[config.mk]
export PLATFORM = sky130hd
export DESIGN_NAME = rr_mux_arb
export DESIGN_NICKNAME = d
export VERILOG_FILES = /design/src/rtl/rr_mux_arb.sv
export SDC_FILE = /design/constraint.sdc
export NUM_CORES = 1
export LEC_CHECK = 0
export BUFFER_PORTS_ARGS = -buffer_cell sky130_fd_sc_hd__buf_2
export CORE_MARGIN = 2
export CORE_UTILIZATION = 38
export DETAILED_ROUTE_END_ITERATION = 16
export HOLD_SLACK_MARGIN = 0.05
export PLACE_DENSITY = 0.77
export SYNTH_ARGS = -nofsm -noshare
export SYNTH_HDL_FRONTEND = slang
export SYNTH_SLANG_ARGS = --single-unit
[constraint.sdc]
create_clock -name CLK -period 1.9 [get_ports CLK]
set_input_delay 0 -clock CLK [delete_from_list [all_inputs] [get_ports CLK]]
set_output_delay 0 -clock CLK [all_outputs]
set_load 0.1 [all_outputs]
[src/rtl/rr_mux_arb.sv]
// rr_mux_arb: N-channel arbitrating multiplexer with a single registered
// output stage.
//
// Each cycle one input channel may be granted, chosen either by a rotating
// round-robin search (MODE=0) or by an explicit channel index (MODE=1).
// The granted beat is captured into the output register whenever that
// register is empty or being drained in the same cycle, so a continuously
// ready downstream sees one beat per cycle.
//
// Parameters
//   WIDTH     data bits per channel
//   CHANNELS  number of input channels (2..16)
//   SELW      channel-index width, max(1, ceil(log2(CHANNELS))) (derived)
//
// Ports
//   CLK        system clock, rising edge
//   RST_N      asynchronous active-low reset
//   IN_DATA    packed channel data, channel i at [i*WIDTH +: WIDTH]
//   IN_VALID   per-channel valid
//   IN_READY   per-channel ready (combinational, one-hot or zero)
//   MODE       0 = round-robin, 1 = fixed select
//   SEL        channel index used when MODE=1
//   OUT_DATA   registered selected data
//   OUT_CHAN   registered index of the channel that supplied OUT_DATA
//   OUT_VALID  output register holds a beat
//   OUT_READY  downstream accepts the beat this cycle
module rr_mux_arb #(
  parameter  int unsigned WIDTH    = 16,
  parameter  int unsigned CHANNELS = 4,
  localparam int unsigned SELW     = (CHANNELS > 2) ? $clog2(CHANNELS) : 1
) (
  input  logic                       CLK,
  input  logic                       RST_N,
  input  logic [CHANNELS*WIDTH-1:0]  IN_DATA,
  input  logic [CHANNELS-1:0]        IN_VALID,
  output logic [CHANNELS-1:0]        IN_READY,
  input  logic                       MODE,
  input  logic [SELW-1:0]            SEL,
  output logic [WIDTH-1:0]           OUT_DATA,
  output logic [SELW-1:0]            OUT_CHAN,
  output logic                       OUT_VALID,
  input  logic                       OUT_READY
);

  // Round-robin pointer: channel searched first on the next arbitration.
  logic [SELW-1:0]  ptr_q;

  logic             grant_vld;
  logic [SELW-1:0]  grant_idx;
  logic             space;
  logic             acc;
  logic [SELW-1:0]  ptr_nxt;
  logic [WIDTH-1:0] grant_data;

  // Output register can take a new beat when empty or draining this cycle.
  assign space = !OUT_VALID || OUT_READY;
  assign acc   = grant_vld && space;

  // Grant selection. In round-robin mode the search visits PTR, PTR+1, ...
  // wrapping modulo CHANNELS; the first valid channel wins. PTR is always
  // below CHANNELS, so a single conditional subtraction is enough to wrap.
  always_comb begin
    int unsigned idx;
    grant_vld = 1'b0;
    grant_idx = '0;
    idx       = 0;
    if (MODE) begin
      if ((32'(SEL) < CHANNELS) && IN_VALID[SEL]) begin
        grant_vld = 1'b1;
        grant_idx = SEL;
      end
    end else begin
      for (int unsigned k = 0; k < CHANNELS; k++) begin
        idx = 32'(ptr_q) + k;
        if (idx >= CHANNELS) begin
          idx = idx - CHANNELS;
        end
        if (!grant_vld && IN_VALID[idx[SELW-1:0]]) begin
          grant_vld = 1'b1;
          grant_idx = idx[SELW-1:0];
        end
      end
    end
  end

  // Ready goes only to the granted channel, and only when the beat will be
  // captured; this keeps IN_READY one-hot or zero.
  always_comb begin
    IN_READY = '0;
    if (acc) begin
      IN_READY[grant_idx] = 1'b1;
    end
  end

  assign grant_data = IN_DATA[grant_idx*WIDTH +: WIDTH];

  // Pointer advances past the granted channel in either mode.
  always_comb begin
    if (32'(grant_idx) == CHANNELS - 1) begin
      ptr_nxt = '0;
    end else begin
      ptr_nxt = grant_idx + 1'b1;
    end
  end

  // Output stage and pointer. A drain with no new grant clears only the
  // valid flag; data and channel index hold their last values.
  always_ff @(posedge CLK or negedge RST_N) begin
    if (!RST_N) begin
      OUT_VALID <= 1'b0;
      OUT_DATA  <= '0;
      OUT_CHAN  <= '0;
      ptr_q     <= '0;
    end else if (acc) begin
      OUT_VALID <= 1'b1;
      OUT_DATA  <= grant_data;
      OUT_CHAN  <= grant_idx;
      ptr_q     <= ptr_nxt;
    end else if (OUT_READY) begin
      OUT_VALID <= 1'b0;
    end
  end

endmodule
==> impl_metrics.ini, run 1 <==
[clock_tree]
clock_path_buffers = 2
cts_sinks = 21
cts_buffers = 3
cts_root_buffer = clkbuf_8
clk_pin_slew_worst_paths_ns = 0.08
clock_latency_ns = 0.26
ctsHtreeMaxLevel = 1
cts_tree = built

[synth]
yosysUniqueCellTypes = 30
ys_warn_count = 0
syn_inst = 139
synthesis.nets = 214
synth_area_sq_um = 1430
synth-seq-cells = 21
synth-seq-area-share = 0.367
avgSynthCellArea_sq_um = 10.3

[timing]
post-route-min-period_ns = 1.98
holdWs_ns = 0.0373
max_freq_mhz = 504
slew_headroom = 0.622
setup_viol_count_final = 15
tightest_slew_ns = 0.567
finalHoldViolations = 0
worst_slack_ns = -0.0830
skew_ns = 0.00296
rsz0062_at_grt = yes
finalMaxSlewViolations = 0
period_share = 1.04

[drt]
wire_per_inst_um = 15.1
drtPass1Iterations = 4
via_per_inst = 5.15
ant_nets = 0
drt-initial-drc-count = 55
drc = 0
wl_mm = 4.55
vias = 1549

[place]
port_buffers = 96
dp_hpwl_mm = 3.08
gp_congestion = 0.791

[global_route]
antenna_found_initial = 0
grt.total_usage = 0.198
grt_first_pass_wirelength_mm = 6.53
grt_pass1_vias = 1437
grt_max_degree = 22
grt_overflow = 0

[power_and_ir_drop]
peakVddDrop_uv = 711
leakagePower_nw = 1.17
power_mw = 3.06
power_density_nw_per_um2 = 1260

[critical_path]
worstPathMaxFanout = 4
worstRegToRegCells = 8
startpoint_type = register
crit_start = ptr_q[1]$_DFFE_PN0P_
critical_path_class = reg -> out
cp.required_ns = 1.90
critPathCapture = IN_READY[3]
r2r-start = ptr_q[1]$_DFFE_PN0P_
r2r_end = OUT_DATA[14]$_DFFE_PN0P_
critPathArrivalTime_ns = 1.98
reg2reg_slack_ns = -0.06
cp-end-kind = output pin

[floorplanning]
num_rows = 22
pin_count = 97
coreArea_sq_um = 3630
die_area_sq_um = 4280
die-height_um = 65.4
die_w_um = 65.4
start_util = 0.394

[finish]
post-route-util = 0.668
antenna_cells = 0
drive_above_1_share = 0.561
area_growth_pct = 69.4
num-fill-cells = 296
final_nets = 329

[min_path]
hold_path_class = in -> reg

[run_status]
status = finished with violations
failed_checks = setup timing

[flow_run]
maxCapViolCount = 0
## area by class of cell
cell class                      count  area [sq um]  area share
Multi-Input combinational cell    107           966       0.398
Timing Repair Buffer              119           821       0.338
Clock buffer                        3          41.3      0.0170
Clock inverter                      1          5.00     0.00206
Inverter                            2          7.51     0.00309
Tap cell                           48          60.1      0.0247
Sequential cell                    21           527       0.217
## where the power goes
part / internal [mW] / switching [mW]
Combinational: 0.624 / 1.48
Sequential: 0.585 / 0.0744
Clock: 0.146 / 0.152
Total: 1.36 / 1.71
## kinds of logic (layout without fill, tap and decap cells)
| logic type | after synthesis | count (layout) | synth area share |
|---|---|---|---|
| AOI/OAI and AO/OA | 25 | 25 | 0.157 |
| adders and majority gates | 1 | 1 | 0.00873 |
| buffers and inverters | 11 | 125 | 0.0812 |
| DFF | 21 | 21 | 0.367 |
| muxes | 35 | 35 | 0.245 |
| and+or+nand+nor | 46 | 46 | 0.141 |
## Yosys cell counts
library cell,n,area (sq um)
a2111oi_2,1,15.0
a21o_1,1,7.51
a21oi_1,1,5.00
a311o_2,1,11.3
a31oi_2,1,12.5
a32oi_1,1,8.76
and2_1,1,6.26
and3_1,1,6.26
buf_12,3,60.1
buf_2,1,5.00
buf_4,2,15.0
buf_8,1,15.0
clkbuf_2,1,5.00
dfrtp_1,21,526
dlygate4sd1_1,1,8.76
ha_1,1,12.5
inv_1,2,7.51
mux2i_1,35,350
nand2_1,25,93.8
nand2_2,1,6.26
nand2b_1,4,25.0
nor2_1,8,30.0
nor2b_1,1,6.26
nor3_1,3,15.0
o21a_1,1,7.51
o221ai_1,16,140
o31a_2,1,10.0
o31ai_1,1,7.51
or2_0,1,6.26
or2b_1,1,7.51
## metal layers
metal / global-route usage / wire (um)
met4: 0.0547 / 31
met2: 0.379 / 2430
met3: 0.0411 / 366
met5: 0 / 0
met1: 0.219 / 1730
## through the flow
stage | area [sq um] | TNS [ns] | instances | setup WS (ns)
2_1_floorplan | 1470 | -0.187 | 139 | -0.187
3_3_place_gp | 2040 | 0 | 280 | 0.0646
3_5_place_dp | 2040 | 0 | 280 | 0.0140
4_1_cts | 2290 | -0.770 | 299 | -0.0801
5_1_grt | 2430 | -2.27 | 301 | -0.167
6_report | 2430 | -0.543 | 301 | -0.0830
## registers in the layout (all words and copies together), names as in the netlist
signal     flops
OUT_VALID      1
OUT_CHAN       2
ptr_q          2
OUT_DATA      16
## critical path, stage by stage, from the launching register on
cell and delay (ns):
dfrtp_1 0.41, nand2b_4 0.16, a2111oi_4 0.35, a311o_2 0.25
buf_12 0.13, ha_4 0.11, and2_4 0.14, buf_12 0.17
## worst min-delay path by stage
stage	startpoint	end	slack, ns	cells past startpoint
CTS	IN_DATA[17]	OUT_DATA[1]$_DFFE_PN0P_	0.06	3
detailed placement	RST_N	OUT_DATA[6]$_DFFE_PN0P_	-0.009	1
finish	IN_DATA[56]	OUT_DATA[8]$_DFFE_PN0P_	0.04	3
global route	IN_DATA[20]	OUT_DATA[4]$_DFFE_PN0P_	0.06	3
global placement	RST_N	OUT_DATA[5]$_DFFE_PN0P_	-0.01	1
floorplan	RST_N	OUT_CHAN[0]$_DFFE_PN0P_	-0.30	0
## what timing repair did
item,4_1_cts,5_1_grt
pin swaps,8,13
endpoints found under the setup margin,6,20
endpoints found under the hold margin,23,1
buffers inserted,9,1
hold buffers,5,1
cloned,1,1
gates resized for setup,10,25
## cells in the final DEF (no fill, tap or decap), drive strengths merged
cell         instances
buf                112
mux2i               35
nand2               26
dfrtp               21
o221ai              16
nor2                 8
dlygate4sd3          6
nand2b               4
clkbuf               4
nor3                 3
inv                  2
a21oi                1
or2b                 1
a21o                 1
nor2b                1
a32oi                1
a31oi                1
or2                  1
a2111oi              1
a311o                1
o31a                 1
and3                 1
o31ai                1
and2                 1
o21a                 1
ha                   1
clkinv               1
(Power assumes the default switching activity.)
==> run 2, diff against run 1 <==
--- a/config.mk
+++ b/config.mk
@@ -5,9 +5,11 @@
 export SDC_FILE = /design/constraint.sdc
 export NUM_CORES = 1
 export LEC_CHECK = 0
+export ABC_AREA = 1
 export BUFFER_PORTS_ARGS = -buffer_cell sky130_fd_sc_hd__buf_2
 export CORE_MARGIN = 2
-export CORE_UTILIZATION = 38
+export CORE_UTILIZATION = 40
+export CTS_BUF_LIST = sky130_fd_sc_hd__clkbuf_8 sky130_fd_sc_hd__clkbuf_16
 export DETAILED_ROUTE_END_ITERATION = 16
 export HOLD_SLACK_MARGIN = 0.05
 export PLACE_DENSITY = 0.77
==> impl_metrics.ini, run 2 <==
[synth]
yosysMostFrequentCell = nand2_1
syn_inst = 279
avgSynthCellArea_sq_um = 6.16
ys_warn_count = 0
synth-edff-count = 0
yosys-top-cells-count = 112 x nand2_1, 91 x nand3_1, 21 x dfrtp_1
yosysUniqueCellTypes = 20
synth-seq-cells = 21
synth_top_area_frac = 0.306
synthTopCellsByArea = dfrtp_1 31%, nand3_1 27%, nand2_1 24%
synth_top_area_cell = dfrtp_1
synth_area_sq_um = 1720
synthesis.nets = 354
synth-async-reset-ratio = 1.00
ys.flop_type = dfrtp_1
synth-seq-area-share = 0.306

[power_and_ir_drop]
power_mw = 6.44
power_density_nw_per_um2 = 2210
peakVddDrop_uv = 1230
leakagePower_nw = 1.61

[critical_path]
worstPathMaxFanout = 6
cp-end-kind = output pin
r2r_end = OUT_DATA[6]$_DFFE_PN0P_
cp_slowest_stage_delay_ns = 0.49
critPathCapture = IN_READY[1]
critical_path_class = reg -> out
r2r-start = ptr_q[0]$_DFFE_PN0P_
cpMostUsedCell = nand2_1
crit_chain = nand2_1 -> nand3_2 -> nand2_1 -> nor2_4 -> nand3_2 -> nand2_4 -> o21ai_1 -> nand2_1 -> inv_2 -> buf_8 -> nand2_4 -> nor2_4 -> buf_12
critPathArrivalTime_ns = 2.22
cp_top_family = simple AND/OR/NAND/NOR gates
cpMaxStageDelayCell = dfrtp_2
startpoint_type = register
reg2reg_slack_ns = -0.23
crit_start = ptr_q[0]$_DFFE_PN0P_
crit_buf_inv = 3
path_depth = 13
worstRegToRegCells = 15
cp.required_ns = 1.90

[finish]
area_growth_pct = 69.8
mostFrequentLayoutCell = buf_2
largest_register_ffs = 16
final_nets = 475
num-fill-cells = 308
reg_top3 = OUT_DATA (16), OUT_CHAN (2), ptr_q (2)
layout_common_cells = 92 x buf_2, 89 x nand2_1, 74 x nand3_1, 22 x nand2_2, 19 x dfrtp_1
final_cell_area_sq_um = 2920
antenna_cells = 0
regMostFlops = OUT_DATA
drive_above_1_share = 0.494

[clock_tree]
cts_buffers = 3
cts_root_buffer = clkbuf_8
cts_tree = built
clock_latency_ns = 0.26
cts_sinks = 21
clock_path_buffers = 2
ctsHtreeMaxLevel = 1
clk_pin_slew_worst_paths_ns = 0.08

[drt]
drtPass1Iterations = 4
drc = 0
wl_mm = 6.15
ant_nets = 0
wire_per_inst_um = 13.7
via_per_inst = 5.17
drt-initial-drc-count = 170
vias = 2322

[floorplanning]
coreArea_sq_um = 4060
pin_count = 97
start_util = 0.423
die-height_um = 69.5
num_rows = 23
die_area_sq_um = 4840
die_w_um = 69.5

[timing]
worst_slack_ns = -0.320
max_freq_mhz = 450
slew_headroom = 0.666
finalMaxSlewViolations = 0
rsz0062_at_grt = yes
post-route-min-period_ns = 2.22
tightest_slew_ns = 0.500
period_share = 1.17
skew_ns = 0.00520
finalHoldViolations = 0
setup-tns-final_ns = -4.69
setup_viol_count_final = 23

[min_path]
hold_path_class = in -> reg

[global_route]
grt_pass1_vias = 2108
antenna_found_initial = 0
grt_first_pass_wirelength_mm = 9.14
grt.total_usage = 0.225
grt_overflow = 0
grt_max_degree = 22

[place]
gp_congestion = 0.822
dp_hpwl_mm = 4.10
dpl-instance-area_sq_um = 2440
port_buffers = 96

[run_status]
failed_checks = setup timing
status = finished with violations

[flow_run]
maxCapViolCount = 0
run 2: changes by cell type after synthesis, sizes merged, moves of 2 or more:
cell    delta
buf        +7
o21ai      +7
inv       +15
mux2i     -35
nor3       -3
o221ai    -16
nand2b     -4
nand3     +92
clkbuf     +2
nand2     +89
run 2: kinds of logic (layout without fill, tap and decap cells):
kind of cell             Yosys count  after routing  share of synthesized area
AO/OA/AOI/OAI                      8              8                     0.0306
AND/OR/NAND/NOR                  215            215                      0.550
adder cells (fa/ha/maj)            1              1                    0.00728
flip-flops                        21             21                      0.306
buffers and inverters             34            154                      0.106
run 2: through the flow:
| step | cells | utilization | hold slack [ns] | setup WS [ns] |
|---|---|---|---|---|
| after floorplan | 279 | - | -0.296 | -0.128 |
| after global placement | 425 | 0.601 | -0.0157 | -0.0720 |
| after detailed placement | 425 | 0.601 | -0.00162 | -0.142 |
| after CTS | 442 | 0.662 | 0.0505 | -0.252 |
| after global routing | 449 | 0.719 | 0.0762 | -0.400 |
| final | 449 | 0.719 | 0.0547 | -0.320 |
run 2: worst register-to-register path, cell delays in order, from the launching register on:
cell and delay, ns:
dfrtp_2 0.49, inv_8 0.11, nand2_2 0.08, nand3_2 0.08, nand2_1 0.11, nor2_4 0.15, nand3_2 0.10, nand2_4 0.10
o21ai_1 0.07, nand2_1 0.14, inv_2 0.09, buf_8 0.14, buf_4 0.13, buf_6 0.13, nand3_2 0.07, nand2_1 0.04
run 2: timing repair:
action,in CTS,in global routing
resized for setup,27,41
buffers inserted,11,5
endpoints found under the setup margin,25,25
pin swaps,11,24
cloned,0,2
hold buffers,2,0
hold endpoints to repair,22,0
run 2: per-layer routing:
layer  GRT usage  vias up  wire length (um)
met4      0.0414        0                80
met5           0        -                 0
met2       0.403      109              3100
met1       0.278     1050              2490
met3      0.0494        8               471
li1            -     1155                 -
run 2: report_power, final:
group,internal (mW),switching [mW]
Sequential,0.671,0.158
Clock,0.146,0.148
Combinational,1.79,3.52
run 2: worst min-delay path by stage:
stage,start,to,cells after the start
2_1_floorplan,RST_N,OUT_CHAN[0]$_DFFE_PN0P_,0
3_3_place_gp,RST_N,OUT_DATA[2]$_DFFE_PN0P_,1
3_5_place_dp,RST_N,OUT_DATA[2]$_DFFE_PN0P_,1
4_1_cts,IN_DATA[31],OUT_DATA[15]$_DFFE_PN0P_,5
5_1_grt,IN_DATA[52],OUT_DATA[4]$_DFFE_PN0P_,5
6_report,IN_DATA[28],OUT_DATA[12]$_DFFE_PN0P_,5
run 2: area by class of cell:
class | instances | area (sq um) | share of cell area
Tap cell | 50 | 62.6 | 0.0215
Inverter | 17 | 81.3 | 0.0279
Sequential cell | 21 | 528 | 0.181
Multi-Input combinational cell | 224 | 1230 | 0.420
Clock buffer | 3 | 41.3 | 0.0142
Clock inverter | 1 | 5.00 | 0.00172
Timing Repair Buffer | 133 | 972 | 0.333
